$ cat src/rtl/mem_port_arbiter.sv
// mem_port_arbiter: shares one memory port between the instruction (i_*) and
// data (d_*) requesters of an mp1 core. One side is granted at a time and the
// grant is held until the downstream mem_resp pulse.
//
// Ports
//   clk, rst                      clock, asynchronous active-low reset
//   i_read/i_write/i_address/
//   i_wdata/i_byte_enable         instruction-side request
//   i_resp, i_rdata               instruction-side completion and read data
//   d_*                           data-side request/response, same shape as i_*
//   mem_read/mem_write/
//   mem_address/mem_wdata/
//   mem_byte_enable               downstream request, driven from the granted side
//   mem_resp, mem_rdata           downstream completion and read data
//   busy                          a grant is held
//   err                           sticky: a requester asserted read and write together
//
// Request/response paths are combinational from the granted requester so that
// a grant adds no extra cycle once it is registered; with no grant they are 0.
module mem_port_arbiter #(
    parameter int unsigned ADDR_WIDTH = 32,
    parameter int unsigned DATA_WIDTH = 32,
    parameter int unsigned ARB_MODE   = 0
) (
    input  logic                    clk,
    input  logic                    rst,

    input  logic                    i_read,
    input  logic                    i_write,
    input  logic [ADDR_WIDTH-1:0]   i_address,
    input  logic [DATA_WIDTH-1:0]   i_wdata,
    input  logic [DATA_WIDTH/8-1:0] i_byte_enable,
    output logic                    i_resp,
    output logic [DATA_WIDTH-1:0]   i_rdata,

    input  logic                    d_read,
    input  logic                    d_write,
    input  logic [ADDR_WIDTH-1:0]   d_address,
    input  logic [DATA_WIDTH-1:0]   d_wdata,
    input  logic [DATA_WIDTH/8-1:0] d_byte_enable,
    output logic                    d_resp,
    output logic [DATA_WIDTH-1:0]   d_rdata,

    output logic                    mem_read,
    output logic                    mem_write,
    output logic [ADDR_WIDTH-1:0]   mem_address,
    output logic [DATA_WIDTH-1:0]   mem_wdata,
    output logic [DATA_WIDTH/8-1:0] mem_byte_enable,
    input  logic                    mem_resp,
    input  logic [DATA_WIDTH-1:0]   mem_rdata,

    output logic                    busy,
    output logic                    err
);

    typedef enum logic [1:0] {
        IDLE    = 2'd0,
        GRANT_I = 2'd1,
        GRANT_D = 2'd2
    } state_e;

    state_e state_q, state_d;
    logic   last_grant_q, last_grant_d;   // 0 = I served last, 1 = D served last
    logic   err_q, err_d;

    logic i_req, d_req, i_both, d_both;

    assign i_req  = i_read | i_write;
    assign d_req  = d_read | d_write;
    assign i_both = i_read & i_write;
    assign d_both = d_read & d_write;

    // State register
    always_ff @(posedge clk or negedge rst) begin
        if (!rst) begin
            state_q      <= IDLE;
            last_grant_q <= 1'b0;
            err_q        <= 1'b0;
        end else begin
            state_q      <= state_d;
            last_grant_q <= last_grant_d;
            err_q        <= err_d;
        end
    end

    // Next-state, arbitration and port steering
    always_comb begin
        state_d         = state_q;
        last_grant_d    = last_grant_q;
        err_d           = err_q;
        mem_read        = 1'b0;
        mem_write       = 1'b0;
        mem_address     = '0;
        mem_wdata       = '0;
        mem_byte_enable = '0;
        i_resp          = 1'b0;
        i_rdata         = '0;
        d_resp          = 1'b0;
        d_rdata         = '0;

        unique case (state_q)
            IDLE: begin
                if (i_both || d_both) begin
                    err_d = 1'b1;
                end
                // mem_resp arriving here has no owner and is dropped
                if (i_req && d_req) begin
                    if (ARB_MODE == 0) begin
                        state_d = GRANT_D;
                    end else begin
                        state_d = last_grant_q ? GRANT_I : GRANT_D;
                    end
                end else if (d_req) begin
                    state_d = GRANT_D;
                end else if (i_req) begin
                    state_d = GRANT_I;
                end
            end

            GRANT_I: begin
                // a write wins over a simultaneous read
                mem_read        = i_read & ~i_write;
                mem_write       = i_write;
                mem_address     = i_address;
                mem_wdata       = i_wdata;
                mem_byte_enable = i_byte_enable;
                i_resp          = mem_resp;
                i_rdata         = mem_rdata;
                if (i_both) begin
                    err_d = 1'b1;
                end
                if (mem_resp) begin
                    state_d      = IDLE;
                    last_grant_d = 1'b0;
                end
            end

            GRANT_D: begin
                mem_read        = d_read & ~d_write;
                mem_write       = d_write;
                mem_address     = d_address;
                mem_wdata       = d_wdata;
                mem_byte_enable = d_byte_enable;
                d_resp          = mem_resp;
                d_rdata         = mem_rdata;
                if (d_both) begin
                    err_d = 1'b1;
                end
                if (mem_resp) begin
                    state_d      = IDLE;
                    last_grant_d = 1'b1;
                end
            end

            default: begin
                state_d = IDLE;
            end
        endcase
    end

    assign busy = (state_q != IDLE);
    assign err  = err_q;

endmodule
$ cat config.mk
export PLATFORM = sky130hd
export DESIGN_NAME = mem_port_arbiter
export DESIGN_NICKNAME = d
export VERILOG_FILES = /design/src/rtl/mem_port_arbiter.sv
export SDC_FILE = /design/constraint.sdc
export NUM_CORES = 1
export LEC_CHECK = 0
export ABC_AREA = 0
export CORE_AREA = 2 2 122 124
export DETAILED_ROUTE_END_ITERATION = 10
export DIE_AREA = 0 0 124 126
export MAX_ROUTING_LAYER = met4
export PLACE_DENSITY = 0.59
export SETUP_SLACK_MARGIN = 0.05
export SYNTH_ARGS = -nofsm -noshare
export SYNTH_HDL_FRONTEND = slang
export SYNTH_SLANG_ARGS = --single-unit
$ cat constraint.sdc
create_clock -name clk -period 2.8 [get_ports clk]
set_input_delay 0.7 -clock clk [delete_from_list [all_inputs] [get_ports clk]]
set_output_delay 0.7 -clock clk [all_outputs]
set_load 0.01 [all_outputs]
==> results.ini, run 1 <==
[outcome]
outcome=finished, final reports clean

[cells_and_area]
drive_gt1_share_pct=4.96
stdcell_count=748
postLayoutCellArea_sq_um=5510
seqCellArea_sq_um=76.3
multi_input_area_sq_um=1590
area_growth_pct=207
diodes=0
fillers=1460
fin_nets=746
fin_util_pct=38.5

[yosys]
yosys-top-cells-area=a22oi_1 (29%), nor2b_1 (24%), and2_1 (23%), dfrtp_1 (4.2%), ha_1 (4.2%)
synthCells=261
synth_top_area_share_pct=28.9
yosysSeqAreaShare_pct=4.18
synth_top_cell_by_area=a22oi_1
yosys_register_bits=3
yosys_warnings=0
syn_nets=442
avgSynthCellArea_sq_um=6.87
synth_area_sq_um=1790
ys_types=23

[sta]
finalWorstSetupSlack_ns=0.0902
final-max-slew-violation-count=0
fin_crit_sh_pct=96.8
clock_skew_ns=0.000203
hold_viol=0
max_slew_margin_pct=84.7
setup_viol=0
clock.fmax_mhz=369
rsz0062_at_grt=true
post-route-min-period_ns=2.71
whs_ns=0.464
fin_setup_tns_ns=0
tightestPinTransition_ns=0.228

[setup_path]
worstReg2RegEnd=state_q[1]$_DFFE_PN0P_
crit_arrival_ns=2.01
path_delay_family=buffers and inverters
cp.depth=6
critPathSlowestCell=clkdlybuf4s50_1
crit_chain=inv_4 -> ha_4 -> buf_12 -> a22oi_1 -> nor2b_1 -> clkdlybuf4s50_1
critPathRequiredTime_ns=2.10
r2r-start=state_q[0]$_DFFE_PN0P_
crit_start=state_q[0]$_DFFE_PN0P_
critPathCapture=mem_address[16]
cp_max_fo=25
r2r_cells=6
crit_type=flop to output port
max_stage_delay_ns=0.57
rrSetupSlack_ns=1.21
critPathBufInv=3
crit_path_start_kind=flop
endpoint_kind=output port

[place]
placed_cell_area_sq_um=5130
port_buffers=312
gp_congestion=0.830
preCtsSetupSlack_ns=-0.0714
place_hpwl_um=9210
dp.cells=738

[clock_tree]
cts_root_buf=clkbuf_16
h-tree-depth=1
clock-sinks=3
worstSkewPairLatency_ns=0.22
clkSlewWorstSetupHoldPaths_ns=0.03
clock_path_buffers=2
cts_buffers=3
cts_tree=built

[min_path]
hold_class=flop to flop

[routing]
drc=0
vias_per_cell=4.16
drt_iter0_markers=86
routed_wl_um=12500
vias=3109
drtPass1Iterations=4
drtAntennaViolNets=0
detail_route.wl_per_cell_um=16.7

[power_and_ir_drop]
comb_power_share_pct=92.5
vdd_ir_drop_max_mv=0.569
p_leak_nw=2.62
power.density_nw_per_um2=730
p_sw_mw=1.63
p_int_mw=2.40
p_sw_share_pct=40.5
p_clk_share_pct=5.6
seqPwrFrac_pct=1.8
power_mw=4.02

[grt]
antenna_found_initial=0
grt_max_degree=54
grt_pass1_wl_um=17000
grt_overflow=0
grt_pass1_vias=3160
grt_use_total_pct=14.2

[die]
core_sq_um=14300
io_pins=313
die_h_um=126
fp-row-count=44
die_width_um=124
initial_core_util_pct=12.5
dieArea_sq_um=15600

[job]
maxCapViolCount=0

[layer usage]
| layer | share of wire [%] | wire, um | track usage, % | vias to the layer above |
|---|---|---|---|---|
| met5 | 0 | 0 | - | - |
| li1 | - | - | - | 1518 |
| met4 | 0.98 | 123 | 2.31 | 0 |
| met1 | 38 | 4700 | 15.1 | 1428 |
| met3 | 8.7 | 1080 | 2.22 | 12 |
| met2 | 53 | 6580 | 27.6 | 151 |
[power groups by stage]
| stage | clock network [mW] | logic [mW] | registers [mW] |
|---|---|---|---|
| after floorplan | 0 | 1.68 | 0.0684 |
| after global placement | 0 | 3.38 | 0.0721 |
| after detailed placement | 0 | 3.42 | 0.0734 |
| after global routing | 0.237 | 3.99 | 0.0754 |
| after CTS | 0.230 | 3.75 | 0.0737 |
| final | 0.226 | 3.72 | 0.0742 |
[cell families after synthesis]
group                      count (synthesis)  share of synthesized area, %
adders and majority gates                  6                          4.18
DFF                                        3                          4.18
AOI/OAI and AO/OA                         79                          32.8
and+or+nand+nor                          141                          49.2
buffers and inverters                     32                          9.62
[worst min-delay path by stage]
stage | from | endpoint | cells after the start
detailed placement | err$_DFFE_PN0P_ | err$_DFFE_PN0P_ | 1
CTS | err$_DFFE_PN0P_ | err$_DFFE_PN0P_ | 1
global route | err$_DFFE_PN0P_ | err$_DFFE_PN0P_ | 1
finish | err$_DFFE_PN0P_ | err$_DFFE_PN0P_ | 1
global placement | err$_DFFE_PN0P_ | err$_DFFE_PN0P_ | 1
floorplan | rst | err$_DFFE_PN0P_ | 0
[layout make-up]
type,count,share of cell area [%]
well taps,184,4.18
clock buffers,4,1.43
multi-input cells,226,28.8
inverters,3,0.250
flip-flops and latches,3,1.39
repair buffers,328,64.0
[flip-flops by register name, summed over array words and instances, names as in the netlist]
signal   flops
err          1
state_q      2
[layout by cell type, fill, tap and decap left out]
| master | instances |
|---|---|
| clkdlybuf4s50_1 | 268 |
| a22oi_1 | 69 |
| nor2b_1 | 68 |
| and2_1 | 67 |
| dlymetal6s2s_1 | 43 |
| buf_12 | 7 |
| buf_4 | 5 |
| clkbuf_16 | 4 |
| ha_4 | 3 |
| ha_1 | 3 |
| nand2_1 | 2 |
| o21ai_0 | 2 |
| a21oi_1 | 2 |
| bufbuf_16 | 2 |
| dfrtp_1 | 2 |
| inv_1 | 1 |
| inv_2 | 1 |
| nand3b_1 | 1 |
| inv_4 | 1 |
| nor2b_2 | 1 |
| nor2b_4 | 1 |
| o21bai_1 | 1 |
| nor2_1 | 1 |
| o32ai_1 | 1 |
| a22o_1 | 1 |
| a2bb2oi_1 | 1 |
| a21oi_2 | 1 |
| a21o_1 | 1 |
| clkbuf_1 | 1 |
| buf_16 | 1 |
| dlygate4sd2_1 | 1 |
| dfrtp_2 | 1 |
[repair_timing]
| item | 4_1_cts | 5_1_grt |
|---|---|---|
| hold buffers | 0 | 0 |
| cloned | 3 | 1 |
| endpoints found under the setup margin | 70 | 59 |
| buffers inserted | 2 | 0 |
| gates resized for setup | 12 | 47 |
[Yosys cell counts, drive strengths merged]
| cell type | number |
|---|---|
| inv | 3 |
| nor2b | 70 |
| ha | 6 |
| a21oi | 3 |
| buf | 14 |
| o32ai | 1 |
| a22oi | 69 |
| nand2 | 2 |
| a2bb2oi | 1 |
| and2 | 67 |
| o21bai | 1 |
| dfrtp | 3 |
| a21o | 1 |
| a22o | 1 |
| nor2 | 1 |
| nand3b | 1 |
| clkbuf | 15 |
| o21ai | 2 |
Note: power is estimated with default switching activity, not from simulation.
==> run 2, diff against run 1 <==
--- a/config.mk
+++ b/config.mk
@@ -6,11 +6,12 @@
 export NUM_CORES = 1
 export LEC_CHECK = 0
 export ABC_AREA = 0
-export CORE_AREA = 2 2 122 124
+export CORE_AREA = 2 2 123 125
+export CTS_CLUSTER_DIAMETER = 100
 export DETAILED_ROUTE_END_ITERATION = 10
-export DIE_AREA = 0 0 124 126
+export DIE_AREA = 0 0 125 127
 export MAX_ROUTING_LAYER = met4
-export PLACE_DENSITY = 0.59
+export PLACE_DENSITY = 0.6
 export SETUP_SLACK_MARGIN = 0.05
 export SYNTH_ARGS = -nofsm -noshare
 export SYNTH_HDL_FRONTEND = slang
==> constraint.sdc (replaced) <==
create_clock -name clk -period 2.2 [get_ports clk]
set_input_delay 0.55 -clock clk [delete_from_list [all_inputs] [get_ports clk]]
set_output_delay 0.55 -clock clk [all_outputs]
set_load 0.01 [all_outputs]
==> results.ini, run 2 (synthesized netlist as in run 1, its figures left out) <==
[outcome]
outcome=finished with violations  ; was finished, final reports clean
violations=setup timing

[clock_tree]
cts_tree=built  ; unchanged
worstSkewPairLatency_ns=0.22  ; about the same
h-tree-depth=1  ; unchanged
clock_path_buffers=2  ; unchanged
cts_root_buf=clkbuf_16  ; unchanged
hold_buffers=0  ; unchanged
cts_buffers=3  ; unchanged
clock-sinks=3  ; unchanged
clkSlewWorstSetupHoldPaths_ns=0.03  ; about the same

[routing]
drc=0  ; unchanged
vias=3414  ; was 3109
vias_per_cell=4.25  ; was 4.16
drt_iter0_markers=88  ; was 86
routed_wl_um=14100  ; was 12500 um
drtPass1Iterations=4  ; unchanged
drtAntennaViolNets=0  ; unchanged
detail_route.wl_per_cell_um=17.5  ; was 16.7 um

[min_path]
hold_class=flop to flop  ; unchanged
whs_endpoint=err$_DFFE_PN0P_  ; unchanged
min_from=err$_DFFE_PN0P_  ; unchanged
hold_depth=1  ; unchanged

[sta]
hold_viol=0  ; unchanged
post-route-min-period_ns=2.21
fin_crit_sh_pct=100
clock.fmax_mhz=452
fin_setup_tns_ns=-0.0195  ; was 0 ns
rsz0062_at_grt=true  ; unchanged
finalWorstSetupSlack_ns=-0.0108  ; was 0.0902 ns
tightestPinTransition_ns=0.236  ; was 0.228 ns
final-max-slew-violation-count=0  ; unchanged
max_slew_margin_pct=84.3  ; was 84.7%
setup_viol=3  ; was 0
clock_skew_ns=0.000229  ; was 0.000203 ns

[grt]
grt_use_total_pct=16.2  ; was 14.2%
grt_max_degree=25  ; was 54
antenna_found_initial=1  ; was 0
grt_pass1_wl_um=20100  ; was 17000 um
grt_pass1_vias=3616  ; was 3160
grt_overflow=0  ; unchanged

[setup_path]
r2r-start=state_q[1]$_DFFE_PN0P_  ; was state_q[0]$_DFFE_PN0P_
cp_max_fo=5  ; was 25
endpoint_kind=output port  ; unchanged
worstReg2RegEnd=state_q[1]$_DFFE_PN0P_  ; unchanged
critPathRequiredTime_ns=1.65  ; was 2.10 ns
max_stage_delay_ns=0.39  ; was 0.57 ns
crit_path_start_kind=flop  ; unchanged
rrSetupSlack_ns=0.51  ; was 1.21 ns
crit_arrival_ns=1.66  ; was 2.01 ns
r2r_cells=8  ; was 6
path_delay_family=buffers and inverters  ; unchanged
crit_type=flop to output port  ; unchanged
critPathSlowestCell=dfrtp_1  ; was clkdlybuf4s50_1
crit_chain=buf_6 -> ha_4 -> buf_6 -> buf_12 -> buf_12 -> a22oi_2 -> nor2b_1 -> buf_2  ; was inv_4 -> ha_4 -> buf_12 -> a22oi_1 -> nor2b_1 -> clkdlybuf4s50_1
critPathBufInv=5  ; was 3

[cells_and_area]
area_growth_pct=244  ; was 207%
stdcell_count=803  ; was 748
drive_gt1_share_pct=50.6  ; was 4.96%
fin_nets=801  ; was 746
layout_common_cells=clkdlybuf4s50_1 (176), buf_2 (92), a22oi_2 (69)  ; was clkdlybuf4s50_1 (268), a22oi_1 (69), nor2b_1 (68)
largest_reg_flops=2  ; unchanged
fillers=1417  ; was 1460
final_common_cell=clkdlybuf4s50_1  ; unchanged
diodes=0  ; unchanged
regMostFlops=state_q  ; unchanged

[power_and_ir_drop]
vdd_ir_drop_max_mv=0.575  ; was 0.569 mV
p_leak_nw=2.62  ; about the same
power.density_nw_per_um2=1130  ; was 730 nW/um^2
power_mw=6.98  ; was 4.02 mW

[die]
dieArea_sq_um=15900  ; was 15600 sq um
die_width_um=125  ; was 124 um
core_sq_um=14400  ; was 14300 sq um
io_pins=313  ; unchanged
die_h_um=127  ; was 126 um
fp-row-count=44  ; unchanged
initial_core_util_pct=12.4  ; was 12.5%

[place]
place_hpwl_um=9030  ; was 9210 um
port_buffers=312  ; unchanged
preCtsSetupSlack_ns=-0.287  ; was -0.0714 ns
dp.cells=753  ; was 738
gp_congestion=0.818  ; was 0.830

[job]
maxCapViolCount=0  ; unchanged

run 2: cell types whose count changed in the layout (fill, tap and decap cells not counted), moves of 18 or more:
cell,before,now
buf_4,5,23
a22oi_2,0,69
dlymetal6s2s_1,43,0
and2_1,67,46
clkdlybuf4s50_1,268,176
buf_6,0,39
and2_4,0,21
a22oi_1,69,0
buf_2,0,92
run 2: final cells by class:
class | instances | area, sq um | area share, %
clock buffers | 4 | 78.8 | 1.28
inverters | 3 | 11.3 | 0.182
multi-input cells | 226 | 2060 | 33.3
flip-flops and latches | 3 | 75.1 | 1.22
well taps | 184 | 230 | 3.73
repair buffers | 383 | 3720 | 60.3
run 2: worst max path at each step:
stage,to,slack (ns),depth (start not counted),start
after global placement,mem_read,-0.27,5,d_write
after detailed placement,mem_read,-0.29,5,d_write
after floorplan,mem_address[0],0.36,4,state_q[1]$_DFFE_PN0P_
final,mem_address[22],-0.01,8,state_q[0]$_DFFE_PN0P_
after CTS,mem_address[28],-0.13,9,state_q[0]$_DFFE_PN0P_
after global routing,mem_address[22],-0.07,8,state_q[0]$_DFFE_PN0P_
run 2: through the flow:
stage / hold WS (ns) / util (%) / cell area (sq um)
after floorplan: 0.254 / - / 1790
after global placement: 0.445 / 36.8 / 5310
after detailed placement: 0.463 / 36.8 / 5310
after CTS: 0.474 / 41.1 / 5930
after global routing: 0.490 / 42.8 / 6170
final: 0.471 / 42.8 / 6170
run 2: power by group:
group          total [mW]  internal [mW]  switching, mW  leakage (nW)
combinational        6.61           3.87           2.73          2.55
clock               0.287          0.239         0.0481        0.0382
sequential         0.0889         0.0715         0.0175        0.0341
total                6.98           4.18           2.80          2.62
run 2: repair_timing:
| action | CTS | global route |
|---|---|---|
| endpoints found under the hold margin | 0 | 0 |
| setup endpoints to repair | 136 | 134 |
| pin swaps | 22 | 16 |
| gates cloned | 14 | 4 |
| resized for setup | 582 | 117 |
| buffers inserted | 25 | 12 |
run 2: routing by layer:
metal  wire length [um]  track usage [%]  share of wire, %
met5                  0                -                 0
met4                 80             2.42              0.57
met3                799             2.22               5.7
met2               7470             30.5                53
met1               5710             18.7                41
